### config.mk
export PLATFORM = sky130hd
export DESIGN_NAME = axi4l_gpio_flat
export DESIGN_NICKNAME = d
export VERILOG_FILES = /design/src/rtl/axi4l_gpio_pkg.sv /design/src/rtl/axi4l_if.sv /design/src/rtl/gpio_debounce.sv /design/src/rtl/axi4l_gpio.sv /design/src/flat_wrapper.sv
export SDC_FILE = /design/constraint.sdc
export NUM_CORES = 1
export LEC_CHECK = 0
export ABC_AREA = 1
export CAP_MARGIN = 10
export CORE_UTILIZATION = 51
export DETAILED_ROUTE_END_ITERATION = 8
export PLACE_DENSITY = 0.88
export SLEW_MARGIN = 0
export SYNTH_ARGS = -nofsm -noshare
export SYNTH_HDL_FRONTEND = slang
export SYNTH_SLANG_ARGS = --single-unit
export TNS_END_PERCENT = 100
### constraint.sdc
create_clock -name clk -period 2 [get_ports clk]
set_input_delay 0.2 -clock clk [delete_from_list [all_inputs] [get_ports clk]]
set_output_delay 0.2 -clock clk [all_outputs]
set_load 0.03 [all_outputs]
### src/rtl/axi4l_gpio_pkg.sv
// Shared definitions for the AXI4-Lite GPIO slave: register offsets,
// response codes, bus FSM states and a byte-strobe expansion helper.
package axi4l_gpio_pkg;

    // Byte offsets of the registers; only addr[4:2] takes part in decoding.
    localparam logic [4:0] GPIO_OUT        = 5'h00;
    localparam logic [4:0] GPIO_IN         = 5'h04;
    localparam logic [4:0] GPIO_IRQ_EN     = 5'h08;
    localparam logic [4:0] GPIO_IRQ_STATUS = 5'h0C;
    localparam logic [4:0] GPIO_OUT_SET    = 5'h10;
    localparam logic [4:0] GPIO_OUT_CLR    = 5'h14;

    localparam logic [1:0] RESP_OKAY   = 2'b00;
    localparam logic [1:0] RESP_SLVERR = 2'b10;

    // Width of the per-bit debounce counter; covers DEBOUNCE up to 65535.
    localparam int unsigned DEB_CNT_W = 16;

    typedef enum logic [1:0] {
        IDLE  = 2'd0,
        WRESP = 2'd1,
        RRESP = 2'd2
    } gpio_state_e;

    // Expand the 4-bit write strobe into a 32-bit bit mask.
    function automatic logic [31:0] strb_mask(input logic [3:0] strb);
        return {{8{strb[3]}}, {8{strb[2]}}, {8{strb[1]}}, {8{strb[0]}}};
    endfunction

endpackage

### src/rtl/axi4l_if.sv
// AXI4-Lite bus bundle, 32-bit address and data.
// Handshake: a beat transfers on a rising clk edge where valid and ready are
// both high; a source holds valid and its payload stable until that edge.
interface axi4l_if;
    logic [31:0] awaddr;
    logic        awvalid;
    logic        awready;
    logic [31:0] wdata;
    logic [3:0]  wstrb;
    logic        wvalid;
    logic        wready;
    logic [1:0]  bresp;
    logic        bvalid;
    logic        bready;
    logic [31:0] araddr;
    logic        arvalid;
    logic        arready;
    logic [31:0] rdata;
    logic [1:0]  rresp;
    logic        rvalid;
    logic        rready;

    modport slave (
        input  awaddr, awvalid, wdata, wstrb, wvalid, bready, araddr, arvalid, rready,
        output awready, wready, bresp, bvalid, arready, rdata, rresp, rvalid
    );

    modport master (
        output awaddr, awvalid, wdata, wstrb, wvalid, bready, araddr, arvalid, rready,
        input  awready, wready, bresp, bvalid, arready, rdata, rresp, rvalid
    );
endinterface

### src/rtl/gpio_debounce.sv
// One input bit: 2-flop synchroniser, stability counter and debounced value.
// rise pulses on the same edge that the debounced value goes 0 -> 1.
module gpio_debounce
    import axi4l_gpio_pkg::*;
#(
    parameter int unsigned DEBOUNCE = 16
) (
    input  logic clk,
    input  logic rst,
    input  logic d,
    output logic q,
    output logic rise
);

    // The counter accepts the new value on the cycle it would reach DEBOUNCE.
    localparam logic [DEB_CNT_W-1:0] DEB_LAST = DEB_CNT_W'(DEBOUNCE - 1);

    logic                 meta_q, meta_d;
    logic                 sync_q, sync_d;
    logic                 deb_q, deb_d;
    logic [DEB_CNT_W-1:0] cnt_q, cnt_d;

    // Next-state: shift the synchroniser, count disagreement, accept when stable.
    always_comb begin
        meta_d = d;
        sync_d = meta_q;
        deb_d  = deb_q;
        cnt_d  = cnt_q;
        if (sync_q == deb_q) begin
            cnt_d = '0;
        end else if (cnt_q == DEB_LAST) begin
            deb_d = sync_q;
            cnt_d = '0;
        end else begin
            cnt_d = cnt_q + 1'b1;
        end
    end

    // State registers with synchronous reset.
    always_ff @(posedge clk) begin
        if (rst) begin
            meta_q <= 1'b0;
            sync_q <= 1'b0;
            deb_q  <= 1'b0;
            cnt_q  <= '0;
        end else begin
            meta_q <= meta_d;
            sync_q <= sync_d;
            deb_q  <= deb_d;
            cnt_q  <= cnt_d;
        end
    end

    assign q    = deb_q;
    assign rise = deb_d & ~deb_q;

endmodule

### src/rtl/axi4l_gpio.sv
// AXI4-Lite GPIO slave: OUT with atomic set/clear, debounced IN,
// rising-edge IRQ_STATUS with enable mask and a registered level interrupt.
module axi4l_gpio
    import axi4l_gpio_pkg::*;
#(
    parameter int unsigned     NOUT      = 4,
    parameter int unsigned     NIN       = 8,
    parameter logic [NOUT-1:0] OUT_RESET = '0,
    parameter int unsigned     DEBOUNCE  = 16
) (
    input  logic            clk,
    input  logic            rst,
    axi4l_if.slave          axi,
    output logic [NOUT-1:0] gpio_o,
    input  logic [NIN-1:0]  gpio_i,
    output logic            irq
);

    gpio_state_e     state_q, state_d;
    logic [NOUT-1:0] out_q, out_d;
    logic [NIN-1:0]  irq_en_q, irq_en_d;
    logic [NIN-1:0]  irq_sts_q, irq_sts_d;
    logic            irq_q, irq_d;
    logic [31:0]     rdata_q, rdata_d;
    logic [1:0]      rresp_q, rresp_d;
    logic [1:0]      bresp_q, bresp_d;

    logic            wr_hs;
    logic            rd_hs;
    logic [4:0]      wr_off;
    logic [4:0]      rd_off;
    logic [31:0]     wmask;
    logic [31:0]     wbits;
    logic [NIN-1:0]  sts_clr;
    logic [NIN-1:0]  in_deb;
    logic [NIN-1:0]  in_rise;
    logic            unused_bits;

    // One debounce cell per input bit.
    for (genvar i = 0; i < NIN; i++) begin : g_deb
        gpio_debounce #(
            .DEBOUNCE(DEBOUNCE)
        ) u_deb (
            .clk  (clk),
            .rst  (rst),
            .d    (gpio_i[i]),
            .q    (in_deb[i]),
            .rise (in_rise[i])
        );
    end

    // Only addr[4:2] selects a register; the interconnect decodes the base.
    assign wr_off = {axi.awaddr[4:2], 2'b00};
    assign rd_off = {axi.araddr[4:2], 2'b00};
    assign wmask  = strb_mask(axi.wstrb);
    assign wbits  = axi.wdata & wmask;

    // Bus FSM: a complete AW+W pair wins over AR; one transaction at a time.
    always_comb begin
        state_d = state_q;
        wr_hs   = 1'b0;
        rd_hs   = 1'b0;
        case (state_q)
            IDLE: begin
                if (axi.awvalid && axi.wvalid) begin
                    wr_hs   = 1'b1;
                    state_d = WRESP;
                end else if (axi.arvalid) begin
                    rd_hs   = 1'b1;
                    state_d = RRESP;
                end
            end
            WRESP: begin
                if (axi.bready) begin
                    state_d = IDLE;
                end
            end
            RRESP: begin
                if (axi.rready) begin
                    state_d = IDLE;
                end
            end
            default: state_d = IDLE;
        endcase
    end

    // Register writes on the AW/W handshake; strobe-masked bits stay unchanged.
    always_comb begin
        out_d    = out_q;
        irq_en_d = irq_en_q;
        sts_clr  = '0;
        bresp_d  = bresp_q;
        if (wr_hs) begin
            bresp_d = RESP_OKAY;
            case (wr_off)
                GPIO_OUT:        out_d    = (out_q & ~wmask[NOUT-1:0]) | wbits[NOUT-1:0];
                GPIO_IN:         out_d    = out_q;
                GPIO_IRQ_EN:     irq_en_d = (irq_en_q & ~wmask[NIN-1:0]) | wbits[NIN-1:0];
                GPIO_IRQ_STATUS: sts_clr  = wbits[NIN-1:0];
                GPIO_OUT_SET:    out_d    = out_q | wbits[NOUT-1:0];
                GPIO_OUT_CLR:    out_d    = out_q & ~wbits[NOUT-1:0];
                default:         bresp_d  = RESP_SLVERR;
            endcase
        end
    end

    // Edge capture wins over a simultaneous write-1-to-clear; irq is the
    // registered OR of enabled status bits.
    always_comb begin
        irq_sts_d = (irq_sts_q & ~sts_clr) | in_rise;
        irq_d     = |(irq_sts_q & irq_en_q);
    end

    // Read data captured on the AR handshake; write-only offsets read as 0.
    always_comb begin
        rdata_d = rdata_q;
        rresp_d = rresp_q;
        if (rd_hs) begin
            rdata_d = '0;
            rresp_d = RESP_OKAY;
            case (rd_off)
                GPIO_OUT:        rdata_d[NOUT-1:0] = out_q;
                GPIO_IN:         rdata_d[NIN-1:0]  = in_deb;
                GPIO_IRQ_EN:     rdata_d[NIN-1:0]  = irq_en_q;
                GPIO_IRQ_STATUS: rdata_d[NIN-1:0]  = irq_sts_q;
                GPIO_OUT_SET:    rdata_d           = '0;
                GPIO_OUT_CLR:    rdata_d           = '0;
                default:         rresp_d           = RESP_SLVERR;
            endcase
        end
    end

    // State registers with synchronous reset.
    always_ff @(posedge clk) begin
        if (rst) begin
            state_q   <= IDLE;
            out_q     <= OUT_RESET;
            irq_en_q  <= '0;
            irq_sts_q <= '0;
            irq_q     <= 1'b0;
            rdata_q   <= '0;
            rresp_q   <= RESP_OKAY;
            bresp_q   <= RESP_OKAY;
        end else begin
            state_q   <= state_d;
            out_q     <= out_d;
            irq_en_q  <= irq_en_d;
            irq_sts_q <= irq_sts_d;
            irq_q     <= irq_d;
            rdata_q   <= rdata_d;
            rresp_q   <= rresp_d;
            bresp_q   <= bresp_d;
        end
    end

    assign axi.awready = wr_hs;
    assign axi.wready  = wr_hs;
    assign axi.arready = rd_hs;
    assign axi.bvalid  = (state_q == WRESP);
    assign axi.rvalid  = (state_q == RRESP);
    assign axi.bresp   = bresp_q;
    assign axi.rdata   = rdata_q;
    assign axi.rresp   = rresp_q;
    assign gpio_o      = out_q;
    assign irq         = irq_q;

    // Address bits outside [4:2] and data bits above the register widths are ignored.
    assign unused_bits = ^{axi.awaddr[31:5], axi.awaddr[1:0],
                           axi.araddr[31:5], axi.araddr[1:0], wbits, wmask};

endmodule

### src/flat_wrapper.sv
// flat-port wrapper written by rule: the top's interface ports become plain ports
module axi4l_gpio_flat import axi4l_gpio_pkg::*;
#(
    parameter int unsigned     NOUT      = 4,
    parameter int unsigned     NIN       = 8,
    parameter logic [NOUT-1:0] OUT_RESET = '0,
    parameter int unsigned     DEBOUNCE  = 16
)
  (clk, rst, gpio_o, gpio_i, irq, axi_awaddr, axi_awvalid, axi_wdata, axi_wstrb, axi_wvalid, axi_bready, axi_araddr, axi_arvalid, axi_rready, axi_awready, axi_wready, axi_bresp, axi_bvalid, axi_arready, axi_rdata, axi_rresp, axi_rvalid);
  axi4l_if axi_i ();
  input  logic clk;
  input  logic rst;
  output logic [NOUT-1:0] gpio_o;
  input  logic [NIN-1:0] gpio_i;
  output logic irq;
  input wire logic [$bits(axi_i.awaddr)-1:0] axi_awaddr;
  input wire logic [$bits(axi_i.awvalid)-1:0] axi_awvalid;
  input wire logic [$bits(axi_i.wdata)-1:0] axi_wdata;
  input wire logic [$bits(axi_i.wstrb)-1:0] axi_wstrb;
  input wire logic [$bits(axi_i.wvalid)-1:0] axi_wvalid;
  input wire logic [$bits(axi_i.bready)-1:0] axi_bready;
  input wire logic [$bits(axi_i.araddr)-1:0] axi_araddr;
  input wire logic [$bits(axi_i.arvalid)-1:0] axi_arvalid;
  input wire logic [$bits(axi_i.rready)-1:0] axi_rready;
  output wire logic [$bits(axi_i.awready)-1:0] axi_awready;
  output wire logic [$bits(axi_i.wready)-1:0] axi_wready;
  output wire logic [$bits(axi_i.bresp)-1:0] axi_bresp;
  output wire logic [$bits(axi_i.bvalid)-1:0] axi_bvalid;
  output wire logic [$bits(axi_i.arready)-1:0] axi_arready;
  output wire logic [$bits(axi_i.rdata)-1:0] axi_rdata;
  output wire logic [$bits(axi_i.rresp)-1:0] axi_rresp;
  output wire logic [$bits(axi_i.rvalid)-1:0] axi_rvalid;
  assign axi_i.awaddr = axi_awaddr;
  assign axi_i.awvalid = axi_awvalid;
  assign axi_i.wdata = axi_wdata;
  assign axi_i.wstrb = axi_wstrb;
  assign axi_i.wvalid = axi_wvalid;
  assign axi_i.bready = axi_bready;
  assign axi_i.araddr = axi_araddr;
  assign axi_i.arvalid = axi_arvalid;
  assign axi_i.rready = axi_rready;
  assign axi_awready = axi_i.awready;
  assign axi_wready = axi_i.wready;
  assign axi_bresp = axi_i.bresp;
  assign axi_bvalid = axi_i.bvalid;
  assign axi_arready = axi_i.arready;
  assign axi_rdata = axi_i.rdata;
  assign axi_rresp = axi_i.rresp;
  assign axi_rvalid = axi_i.rvalid;
  axi4l_gpio #(.NOUT(NOUT), .NIN(NIN), .OUT_RESET(OUT_RESET), .DEBOUNCE(DEBOUNCE)) u_core (.clk(clk), .rst(rst), .axi(axi_i), .gpio_o(gpio_o), .gpio_i(gpio_i), .irq(irq));
endmodule
==> metrics.yaml <==
grt_max_degree: 47
timing.max_slew.rel_slack_pct: 64.8
timing.reg2reg.worst_path_depth: 6
die_w_um: 135
drive_above_1_share_pct: 6.27
synth_area_leaders: "dfxtp_1 (41%), nand2_1 (12%), nor2_1 (11%)"
ys_seq_elements: 185
1st_iter_drt_viols: 647
synth_top_area_share_pct: 41.0
synth_cells: 1326
maxCapViolCount: 0
worst_min_path_class: "in -> reg"
layout_common_cells: "nand2_1 (290), nor2_1 (261), dfxtp_1 (185)"
crit_arrival_ps: 1650
grt_util_all_layers_pct: 22.3
cts-buffers-inserted: 17
busiest_layer: "met2"
htreeDepth: 4
grt_util_met1_pct: 27.5
routed_wire_length_per_instance_um: 12.3
use_met3_pct: 4.35
power.net_switching_mw: 1.63
avgViaCountPerCell: 5.21
worstSetupEndpointType: "output port"
worst_r2r_endpoint: "u_core.g_deb[7].u_deb.cnt_q[11]"
worstSetupPathType: "reg -> out"
required_ps: 1800
worst_hold_slack_ps: 275
worst_clock_skew_ps: 10.6
antennaDiodeCount: 0
ys.warnings.count: 0
final-seq-area_sq_mm: 0.00370
drcViolationCount: 0
timing.fmax_ghz: 0.539
initial_core_util_pct: 52.3
vias: 8398
critPathCapture: "axi_bvalid"
netlist_area_sq_mm: 0.00904
timing.final.crit_share_pct: 92.7
drtPass1Iterations: 6
total_power_mw: 7.52
die_area_sq_mm: 0.0183
hold_viol: 0
worstPathCellList: "inv_1 -> nor2_1 -> clkdlybuf4s50_1"
finalSetupTns_ps: 0
crit_buf_inv: 2
seqPwrFrac_pct: 49.6
worst_path_max_delay_cell: "clkdlybuf4s50_1"
io_pins: 161
drt_wl_total_um: 19800
power.switching_fraction_pct: 21.7
reg2reg_from: "u_core.g_deb[7].u_deb.cnt_q[0]"
nFillCells: 1538
place_hpwl_um: 14100
total_leakage_power_nw: 3.59
synth.distinct_cells: 32
die_height_um: 135
cp_num_cells: 3
register_to_register_setup_slack_ps: 320
power_density_mw_per_mm2: 737
setup.worst_path.start_class: "register"
p_clk_share_pct: 45.7
synthDominantAreaCellType: "dfxtp_1"
cts_num_sinks: 185
multiInputGateArea_sq_mm: 0.00458
placed_area_sq_mm: 0.00961
io_buffer_count: 49
setup_viol_count_final: 0
post-cts-setup-buffers: 0
cts_tree: "yes"
mostFrequentLayoutCell: "nand2_1"
layout.cell_area.non_filler_sq_mm: 0.0102
delay_of_the_slowest_cell_on_the_worst_path_ps: 690
status: "complete, no violations"
first_global_vias: 7524
antenna_violations_before_repair: 1
tightestPinTransition_ps: 528
unrepaired_setup_endpoints_after_global_routing: "no"
clk_transition_reported_paths_ps: 70
core_area_sq_mm: 0.0173
p_int_mw: 5.89
grtUsageMet2_pct: 38.0
clock_tree.root_cell: "clkbuf_16"
final_weighted_congestion_in_routability_driven_placement: 0.903
grt-ovfl-total: 0
detail-route-antenna-nets: 0
area_delta_synth_final_pct: 13.0
grt_first_pass_wirelength_um: 33000
clk-insertion-delay-late_ps: 430
synthesis.area_per_instance_sq_um: 6.82
layout_min_cycle_time_ps: 1850
crit_path_start: "u_core.state_q[0]"
rows: 48
max-clock-path-buffers: 2
synth_seq_area_share_pct: 41.0
critPathMaxFanout: 3
nNetsFinal: 1500
timing.critical_path.max_delay_family: "buffers and inverters"
vdd_drop_max_mv: 0.567
power.combinational.fraction_pct: 4.7
slew_viol_final: 0
[cell usage after synthesis]
master    count
nand2_1     290
nor2_1      261
dfxtp_1     185
inv_1       127
a21oi_1      99
nand3_1      98
nand4_1      46
o21ai_0      39
buf_4        31
nor3_1       27
xor2_1       23
or2_2        17
nand2_2      10
xnor2_1      10
ha_1          8
clkbuf_1      7
or2_0         7
buf_6         6
nand3_2       6
buf_2         5
nand3b_1      4
nor2_2        4
inv_2         3
a21oi_2       2
and3_1        2
nor2_4        2
nor3_2        2
clkbuf_2      1
clkinv_1      1
conb_1        1
nand2b_4      1
o21a_1        1
[how the worst min path moves through the flow]
stage                            startpoint                            to  slack (ps)  cells after the start
4_1_cts                                 rst       u_core.g_deb[6].u_deb.q         260                      4
3_5_place_dp   u_core.g_deb[2].u_deb.meta_q  u_core.g_deb[2].u_deb.sync_q         400                      2
5_1_grt                                 rst       u_core.g_deb[6].u_deb.q         270                      4
6_report                          gpio_i[4]  u_core.g_deb[4].u_deb.meta_q         280                      3
3_3_place_gp   u_core.g_deb[2].u_deb.meta_q  u_core.g_deb[2].u_deb.sync_q         400                      2
2_1_floorplan                     gpio_i[0]  u_core.g_deb[0].u_deb.meta_q         310                      2
[per-layer routing]
metal  up-vias  part of all wire, %
met2       243                   49
met1      3810                   44
met4         0                  1.9
met5         -                    0
met3        38                  5.7
li1       4307                    -
[final cells by class]
cell class,count,share of cell area (%)
Clock buffer,21,4.71
Clock inverter,8,1.18
Inverter,131,4.82
Multi-Input combinational cell,985,44.9
Sequential cell,185,36.3
Tap cell,225,2.76
Timing Repair Buffer,57,5.40
[timing repair]
action / in CTS / in global routing
hold buffers: 0 / 0
setup endpoints to repair: 1 / 0
gates resized for setup: 1 / 0
[power by group through the flow]
stage	logic [mW]	clock network [mW]	registers [mW]
after floorplan	0.259	0	3.81
after global placement	0.345	0	3.81
after detailed placement	0.350	0	3.81
after CTS	0.350	3.50	3.73
after global routing	0.380	3.66	3.73
final	0.353	3.44	3.73
[worst reg2reg max path: cells and delay by family, from the launching register on]
family | cells | cell delay, ps
flip-flops | 1 | 360
adder cells (fa/ha/maj) | 1 | 270
AND/OR/NAND/NOR | 5 | 940
[state kept, by name, indices dropped and copies added (netlist names), named ones only]
name,flops
u_core.axi.bresp,1
u_core.axi.rdata,8
u_core.axi.rresp,1
u_core.g_deb.u_deb.cnt_q,128
u_core.g_deb.u_deb.meta_q,8
u_core.g_deb.u_deb.q,8
u_core.g_deb.u_deb.sync_q,8
u_core.gpio_o,4
u_core.irq,1
u_core.irq_sts_q,8
u_core.state_q,2
[cell families (layout without fill, tap and decap cells)]
| kind of cell | count (synthesis) | count (layout) | share of synthesized area [%] |
|---|---|---|---|
| AND/OR/NAND/NOR | 777 | 777 | 37.4 |
| flip-flops | 185 | 185 | 41.0 |
| buffers and inverters | 181 | 217 | 9.39 |
| AO/OA/AOI/OAI | 141 | 141 | 7.92 |
| XOR/XNOR | 33 | 33 | 3.20 |
| adder cells (fa/ha/maj) | 8 | 8 | 1.11 |
| other | 1 | 26 | 0.0415 |
[metrics by stage]
stage / utilization (%) / std cells / worst slack (ps)
after CTS: 59.0 / 1612 / 138
after floorplan: - / 1351 / 566
after global routing: 59.0 / 1612 / 94.2
after global placement: 55.6 / 1583 / 89.4
after detailed placement: 55.6 / 1583 / 108
final: 59.0 / 1612 / 145
(Power assumes the default switching activity.)
